===== src/rtl/stage_if_prefetch_if.sv =====
//==============================================================================
// stage_if_prefetch_if : fetch-stage bundle (instruction memory + decode side)
// Revision: 1.0
//==============================================================================
`default_nettype none

interface stage_if_prefetch_if #(
   parameter int DEPTH = 4
);
   localparam int c_OCC_W = $clog2(DEPTH + 1);

   logic [31:0]        PC;
   logic               Inst_Req_Valid;
   logic               Inst_Req_Ready;
   logic [31:0]        Instruction;
   logic               Inst_Valid;
   logic               Inst_Ready;
   logic [31:0]        IR;
   logic [31:0]        PC_O;
   logic               Done_O;
   logic               Stall_I;
   logic               Feedback_Branch;
   logic [31:0]        next_PC;
   logic [c_OCC_W-1:0] Occupancy;

   // master = fetch stage, slave = memory / decode / EX environment
   modport master (
      output PC, Inst_Req_Valid, Inst_Ready, IR, PC_O, Done_O, Occupancy,
      input  Inst_Req_Ready, Instruction, Inst_Valid, Stall_I, Feedback_Branch, next_PC
   );

   modport slave (
      input  PC, Inst_Req_Valid, Inst_Ready, IR, PC_O, Done_O, Occupancy,
      output Inst_Req_Ready, Instruction, Inst_Valid, Stall_I, Feedback_Branch, next_PC
   );
endinterface

`default_nettype wire


===== src/rtl/stage_if_prefetch.sv =====
//==============================================================================
// stage_if_prefetch : instruction fetch with DEPTH-entry {PC, instr} prefetch queue
// Revision: 1.0
//==============================================================================
`default_nettype none

module stage_if_prefetch #(
   parameter int          DEPTH    = 4,
   parameter logic [31:0] RESET_PC = 32'h0000_0000
) (
   input  wire logic           clk,
   input  wire logic           rst,
   stage_if_prefetch_if.master bus
);
   localparam int                 c_PTR_W = $clog2(DEPTH);
   localparam int                 c_OCC_W = $clog2(DEPTH + 1);
   localparam logic [c_OCC_W-1:0] c_FULL  = c_OCC_W'(DEPTH);

   typedef enum logic [1:0] {
      s_INIT = 2'd0,
      s_REQ  = 2'd1,
      s_WAIT = 2'd2,
      s_DROP = 2'd3
   } state_t;

   state_t              r_state;
   logic                r_inst_ready;
   logic [31:0]         r_pc;
   logic [31:0]         r_req_pc;
   logic [c_PTR_W-1:0]  r_wptr;
   logic [c_PTR_W-1:0]  r_rptr;
   logic [c_OCC_W-1:0]  r_occ;
   logic [31:0]         r_mem_pc [DEPTH];
   logic [31:0]         r_mem_ir [DEPTH];

   logic w_req_valid;
   logic w_issue;
   logic w_flush;
   logic w_push;
   logic w_pop;
   logic w_done;

   assign w_flush     = bus.Feedback_Branch;
   assign w_done      = (r_occ != '0);
   assign w_req_valid = (r_state == s_REQ) && (r_occ < c_FULL);
   assign w_issue     = w_req_valid && bus.Inst_Req_Ready;
   assign w_push      = (r_state == s_WAIT) && bus.Inst_Valid && !w_flush;
   assign w_pop       = w_done && !bus.Stall_I && !w_flush;

   // One request outstanding at most; a redirect while waiting turns the
   // pending response into one that must be swallowed (s_DROP).
   always_ff @(posedge clk or posedge rst) begin
      if (rst) begin
         r_state      <= s_INIT;
         r_inst_ready <= 1'b1;
         r_pc         <= RESET_PC;
         r_req_pc     <= RESET_PC;
      end else begin
         case (r_state)
            s_INIT: begin
               r_state      <= s_REQ;
               r_inst_ready <= 1'b0;
               if (w_flush) r_pc <= bus.next_PC;
            end
            s_REQ: begin
               if (w_issue) begin
                  r_inst_ready <= 1'b1;
                  if (w_flush) begin
                     r_state <= s_DROP;
                     r_pc    <= bus.next_PC;
                  end else begin
                     r_state  <= s_WAIT;
                     r_pc     <= r_pc + 32'd4;
                     r_req_pc <= r_pc;
                  end
               end else if (w_flush) begin
                  r_pc <= bus.next_PC;
               end
            end
            s_WAIT: begin
               if (bus.Inst_Valid) begin
                  r_state      <= s_REQ;
                  r_inst_ready <= 1'b0;
                  if (w_flush) r_pc <= bus.next_PC;
               end else if (w_flush) begin
                  r_state <= s_DROP;
                  r_pc    <= bus.next_PC;
               end
            end
            s_DROP: begin
               if (w_flush) r_pc <= bus.next_PC;
               if (bus.Inst_Valid) begin
                  r_state      <= s_REQ;
                  r_inst_ready <= 1'b0;
               end
            end
            default: begin
               r_state      <= s_INIT;
               r_inst_ready <= 1'b1;
            end
         endcase
      end
   end

   always_ff @(posedge clk or posedge rst) begin
      if (rst) begin
         r_wptr <= '0;
         r_rptr <= '0;
         r_occ  <= '0;
      end else if (w_flush) begin
         r_wptr <= '0;
         r_rptr <= '0;
         r_occ  <= '0;
      end else begin
         if (w_push) r_wptr <= r_wptr + c_PTR_W'(1);
         if (w_pop)  r_rptr <= r_rptr + c_PTR_W'(1);
         if (w_push && !w_pop)
            r_occ <= r_occ + c_OCC_W'(1);
         else if (!w_push && w_pop)
            r_occ <= r_occ - c_OCC_W'(1);
      end
   end

   always_ff @(posedge clk) begin
      if (w_push) begin
         r_mem_pc[r_wptr] <= r_req_pc;
         r_mem_ir[r_wptr] <= bus.Instruction;
      end
   end

   assign bus.PC             = r_pc;
   assign bus.Inst_Req_Valid = w_req_valid;
   assign bus.Inst_Ready     = r_inst_ready;
   assign bus.IR             = r_mem_ir[r_rptr];
   assign bus.PC_O           = r_mem_pc[r_rptr];
   assign bus.Done_O         = w_done;
   assign bus.Occupancy      = r_occ;

endmodule

`default_nettype wire


===== src/flat_wrapper.sv =====
// flat-port wrapper written by rule: the top's interface ports become plain ports
module stage_if_prefetch_flat 
#(
   parameter int          DEPTH    = 4,
   parameter logic [31:0] RESET_PC = 32'h0000_0000
)
  (clk, rst, bus_PC, bus_Inst_Req_Valid, bus_Inst_Ready, bus_IR, bus_PC_O, bus_Done_O, bus_Occupancy, bus_Inst_Req_Ready, bus_Instruction, bus_Inst_Valid, bus_Stall_I, bus_Feedback_Branch, bus_next_PC);
  stage_if_prefetch_if #(.DEPTH(DEPTH)) bus_i ();
  input  wire logic clk;
  input  wire logic rst;
  output wire logic [$bits(bus_i.PC)-1:0] bus_PC;
  output wire logic [$bits(bus_i.Inst_Req_Valid)-1:0] bus_Inst_Req_Valid;
  output wire logic [$bits(bus_i.Inst_Ready)-1:0] bus_Inst_Ready;
  output wire logic [$bits(bus_i.IR)-1:0] bus_IR;
  output wire logic [$bits(bus_i.PC_O)-1:0] bus_PC_O;
  output wire logic [$bits(bus_i.Done_O)-1:0] bus_Done_O;
  output wire logic [$bits(bus_i.Occupancy)-1:0] bus_Occupancy;
  input wire logic [$bits(bus_i.Inst_Req_Ready)-1:0] bus_Inst_Req_Ready;
  input wire logic [$bits(bus_i.Instruction)-1:0] bus_Instruction;
  input wire logic [$bits(bus_i.Inst_Valid)-1:0] bus_Inst_Valid;
  input wire logic [$bits(bus_i.Stall_I)-1:0] bus_Stall_I;
  input wire logic [$bits(bus_i.Feedback_Branch)-1:0] bus_Feedback_Branch;
  input wire logic [$bits(bus_i.next_PC)-1:0] bus_next_PC;
  assign bus_PC = bus_i.PC;
  assign bus_Inst_Req_Valid = bus_i.Inst_Req_Valid;
  assign bus_Inst_Ready = bus_i.Inst_Ready;
  assign bus_IR = bus_i.IR;
  assign bus_PC_O = bus_i.PC_O;
  assign bus_Done_O = bus_i.Done_O;
  assign bus_Occupancy = bus_i.Occupancy;
  assign bus_i.Inst_Req_Ready = bus_Inst_Req_Ready;
  assign bus_i.Instruction = bus_Instruction;
  assign bus_i.Inst_Valid = bus_Inst_Valid;
  assign bus_i.Stall_I = bus_Stall_I;
  assign bus_i.Feedback_Branch = bus_Feedback_Branch;
  assign bus_i.next_PC = bus_next_PC;
  stage_if_prefetch #(.DEPTH(DEPTH), .RESET_PC(RESET_PC)) u_core (.clk(clk), .rst(rst), .bus(bus_i));
endmodule

===== config.mk =====
export PLATFORM = sky130hd
export DESIGN_NAME = stage_if_prefetch_flat
export DESIGN_NICKNAME = d
export VERILOG_FILES = /design/src/rtl/stage_if_prefetch_if.sv /design/src/rtl/stage_if_prefetch.sv /design/src/flat_wrapper.sv
export SDC_FILE = /design/constraint.sdc
export NUM_CORES = 1
export LEC_CHECK = 0
export CAP_MARGIN = 20
export CORE_AREA = 2 2 222 202
export DETAILED_ROUTE_END_ITERATION = 6
export DIE_AREA = 0 0 224 204
export GPL_TIMING_DRIVEN = 0
export SETUP_SLACK_MARGIN = 0.15
export SYNTH_ARGS = -nofsm -noshare
export SYNTH_HDL_FRONTEND = slang
export SYNTH_SLANG_ARGS = --single-unit

===== constraint.sdc =====
create_clock -name clk -period 3 [get_ports clk]
set_clock_uncertainty 0.15 [all_clocks]
set_input_delay 0.6 -clock clk [delete_from_list [all_inputs] [get_ports clk]]
set_output_delay 0.6 -clock clk [all_outputs]
set_load 0.02 [all_outputs]

==> impl_metrics.tcl <==
set metrics [dict create \
    drive_above_1_share_pct 26.9 \
    timing.final.crit_period_ps 2940 \
    core_mm2 0.0436 \
    synth_cell_types 44 \
    route.detailed.drc 0 \
    cts.sinks 330 \
    synth_area_mm2 0.0129 \
    rows 73 \
    initial_core_util_pct 29.7 \
    yosysWarnings 0 \
    drv_cap 0 \
    drv_slew 0 \
    syn_avg_cell_area_um2 18.9 \
    clockBufferDepth 3 \
    cp_data_arrival_time_ps 2190 \
    async_flop_share_pct 22.4 \
    ctsHtreeMaxLevel 2 \
    combPwrFrac_pct 27.3 \
    finalCritPeriodShare_pct 97.9 \
    grt_use_met1_pct 20.1 \
    layout_commonest_cell "edfxtp_1" \
    status "finished, final reports clean" \
    p_sw_mw 4.08 \
    grt_util_met3_pct 3.39 \
    grt_first_pass_wirelength_mm 47.5 \
    met2_usage_pct 21.3 \
    syn-num-nets 765 \
    critPathRequiredTime_ps 2250 \
    wirelength_mm 32.2 \
    nNetsFinal 993 \
    crit_type "flip-flop to output port" \
    wl_per_cell_um 21.5 \
    dieArea_mm2 0.0457 \
    crit_path_max_fanout 10 \
    max_freq_mhz 341 \
    cts_buffers 38 \
    diodes 0 \
    r2r_slack_ps 350 \
    drt_iter0_drc 438 \
    hold_path_class "input port to asynchronous set/reset pin" \
    ys.flop_type "edfxtp_1" \
    fin_cells 1501 \
    drtPass1Iterations 5 \
    syn2layout_area_growth_pct 31.2 \
    end_kind "output port" \
    root_buffer "clkbuf_16" \
    worst_hold_slack_ps 267 \
    synth_seq_area_share_pct 73.8 \
    syn_inst 685 \
    reg2reg_to "u_core.bus.PC[22]" \
    numPortBuffers 171 \
    rr_startpoint "u_core.r_state[1]" \
    p_seq_share_pct 42.5 \
    avgViaCountPerCell 4.83 \
    switching_share_pct 28.8 \
    max_slew_margin_pct 34.2 \
    die_y_um 204 \
    ys_ff_latch 330 \
    pin_count 172 \
    ir_worst_vdd_uv 361 \
    start_kind "flip-flop" \
    utilization_pct 38.9 \
    grt_max_degree 48 \
    grt_pass1_vias 7554 \
    p_clk_share_pct 30.1 \
    ant_nets 0 \
    tightestPinTransition_ps 988 \
    p_int_mw 10.1 \
    synth-edff-count 256 \
    rsz0062_at_grt "true" \
    p_leak_nw 5.81 \
    path_clk_slew_ps 50 \
    top_usage_layer "met2" \
    antenna_found_initial 0 \
    vias 7257 \
    cts_tree "yes" \
    dpl.hpwl_mm 20.7 \
    hold_viol 0 \
    place_congestion 0.816 \
    dp_cells 1424 \
    power_density_mw_per_mm2 834 \
    rr_worst_depth 7 \
    final_cell_mix "edfxtp_1, clkdlybuf4s50_1, dfrtp_1, mux4_2, buf_6" \
    gr-total-overflow 0 \
    grt_usage_pct 14.1 \
    cts_hold_buf 0 \
    insertion_delay_ps 550 \
    final-setup-viol-count 0 \
    die_w_um 224 \
]
==> worst max-delay path by stage <==
| stage | from | end | slack (ps) | cells after the start |
|---|---|---|---|---|
| 6_report | u_core.r_rptr[0] | bus_PC_O[6] | 60 | 5 |
| 5_1_grt | u_core.r_rptr[0] | bus_PC_O[6] | 6 | 5 |
| 4_1_cts | u_core.r_rptr[0] | bus_IR[4] | -80 | 3 |
| 3_5_place_dp | u_core.r_rptr[0] | bus_PC_O[27] | -680 | 4 |
| 3_3_place_gp | bus_Feedback_Branch | u_core.r_mem_ir[1][27] | -1430 | 6 |
| 2_1_floorplan | bus_Feedback_Branch | u_core.r_mem_ir[0][0] | 260 | 5 |
==> critical path: stages, from the launching register on <==
cell	delay (ps)
dfrtp_2	450
buf_6	150
buf_12	140
buf_12	160
mux4_2	560
buf_6	160
==> registers in the layout (all words and copies together), names as in the netlist <==
signal	count
u_core.bus.PC	32
u_core.r_rptr	2
u_core.r_mem_ir	128
u_core.bus.Occupancy	3
u_core.bus.Inst_Ready	1
u_core.r_wptr	2
u_core.r_req_pc	32
u_core.r_state	2
u_core.r_mem_pc	128
==> layout make-up <==
cell class / count / area, um^2
tap: 562 / 703
sequential: 330 / 9540
multi-input combinational: 312 / 3250
buffer: 30 / 282
clock buffer: 50 / 1060
clock inverter: 16 / 93.8
fill: 4014 / 26600
inverter: 13 / 51.3
timing repair buffer: 188 / 1990
==> Yosys cell counts, types with 3 or more instances <==
cell type / n / share of area [%]
or4_1: 16 / 0.93
nand2_1: 32 / 0.93
buf_1: 7 / 0.20
nand3_1: 14 / 0.54
dfrtp_1: 73 / 14
edfxtp_1: 256 / 59
xnor2_1: 7 / 0.47
clkbuf_1: 18 / 0.52
ha_1: 9 / 0.87
a31oi_1: 11 / 0.53
and4_1: 4 / 0.27
a211oi_1: 3 / 0.17
nor3_1: 6 / 0.23
o21ai_0: 14 / 0.54
and2_1: 7 / 0.34
nor2_1: 23 / 0.67
o31ai_1: 11 / 0.64
mux2i_1: 8 / 0.62
a21oi_1: 5 / 0.19
and3_1: 4 / 0.19
buf_2: 4 / 0.15
inv_1: 13 / 0.38
xor2_1: 6 / 0.41
mux2_2: 35 / 3.0
nand4_1: 7 / 0.34
nor4_1: 6 / 0.29
mux4_2: 64 / 11
==> per-stage QoR <==
step	worst slack (ps)	cell area, um^2	total power [mW]	TNS [ps]
final	63.8	17000	14.1	0
after global routing	5.53	17000	14.8	0
after CTS	-81.3	16800	14.2	-151
after detailed placement	-677	15500	9.62	-136080
after global placement	-1430	15300	9.55	-482800
after floorplan	256	12900	8.04	0
==> power by group through the flow <==
stage               combinational [mW]  sequential (mW)  clock [mW]
finish                            3.86             6.02        4.26
global route                      4.14             6.09        4.57
CTS                               3.73             6.01        4.41
detailed placement                3.53             6.09           0
global placement                  3.49             6.06           0
floorplan                         2.03             6.00           0
==> layer usage <==
metal | routed length [um] | vias up
li1 | - | 3228
met1 | 15100 | 3738
met2 | 14400 | 244
met3 | 2080 | 47
met4 | 628 | 0
met5 | 0 | -
==> timing repair <==
| item | in CTS | in global routing |
|---|---|---|
| resized for setup | 340 | 47 |
| hold endpoints to repair | 0 | 0 |
| buffers inserted | 2 | 6 |
| cloned | 0 | 3 |
| setup endpoints to repair | 284 | 93 |
==> cells by family after synthesis <==
| family | count (synthesis) | share of synthesized area [%] |
|---|---|---|
| buffers and inverters | 43 | 1.35 |
| AND/OR/NAND/NOR | 130 | 5.51 |
| multiplexers | 107 | 14.8 |
| adder cells (fa/ha/maj) | 10 | 1.03 |
| flip-flops | 330 | 73.8 |
| XOR/XNOR | 13 | 0.881 |
| AO/OA/AOI/OAI | 52 | 2.63 |
(Power assumes the default switching activity.)
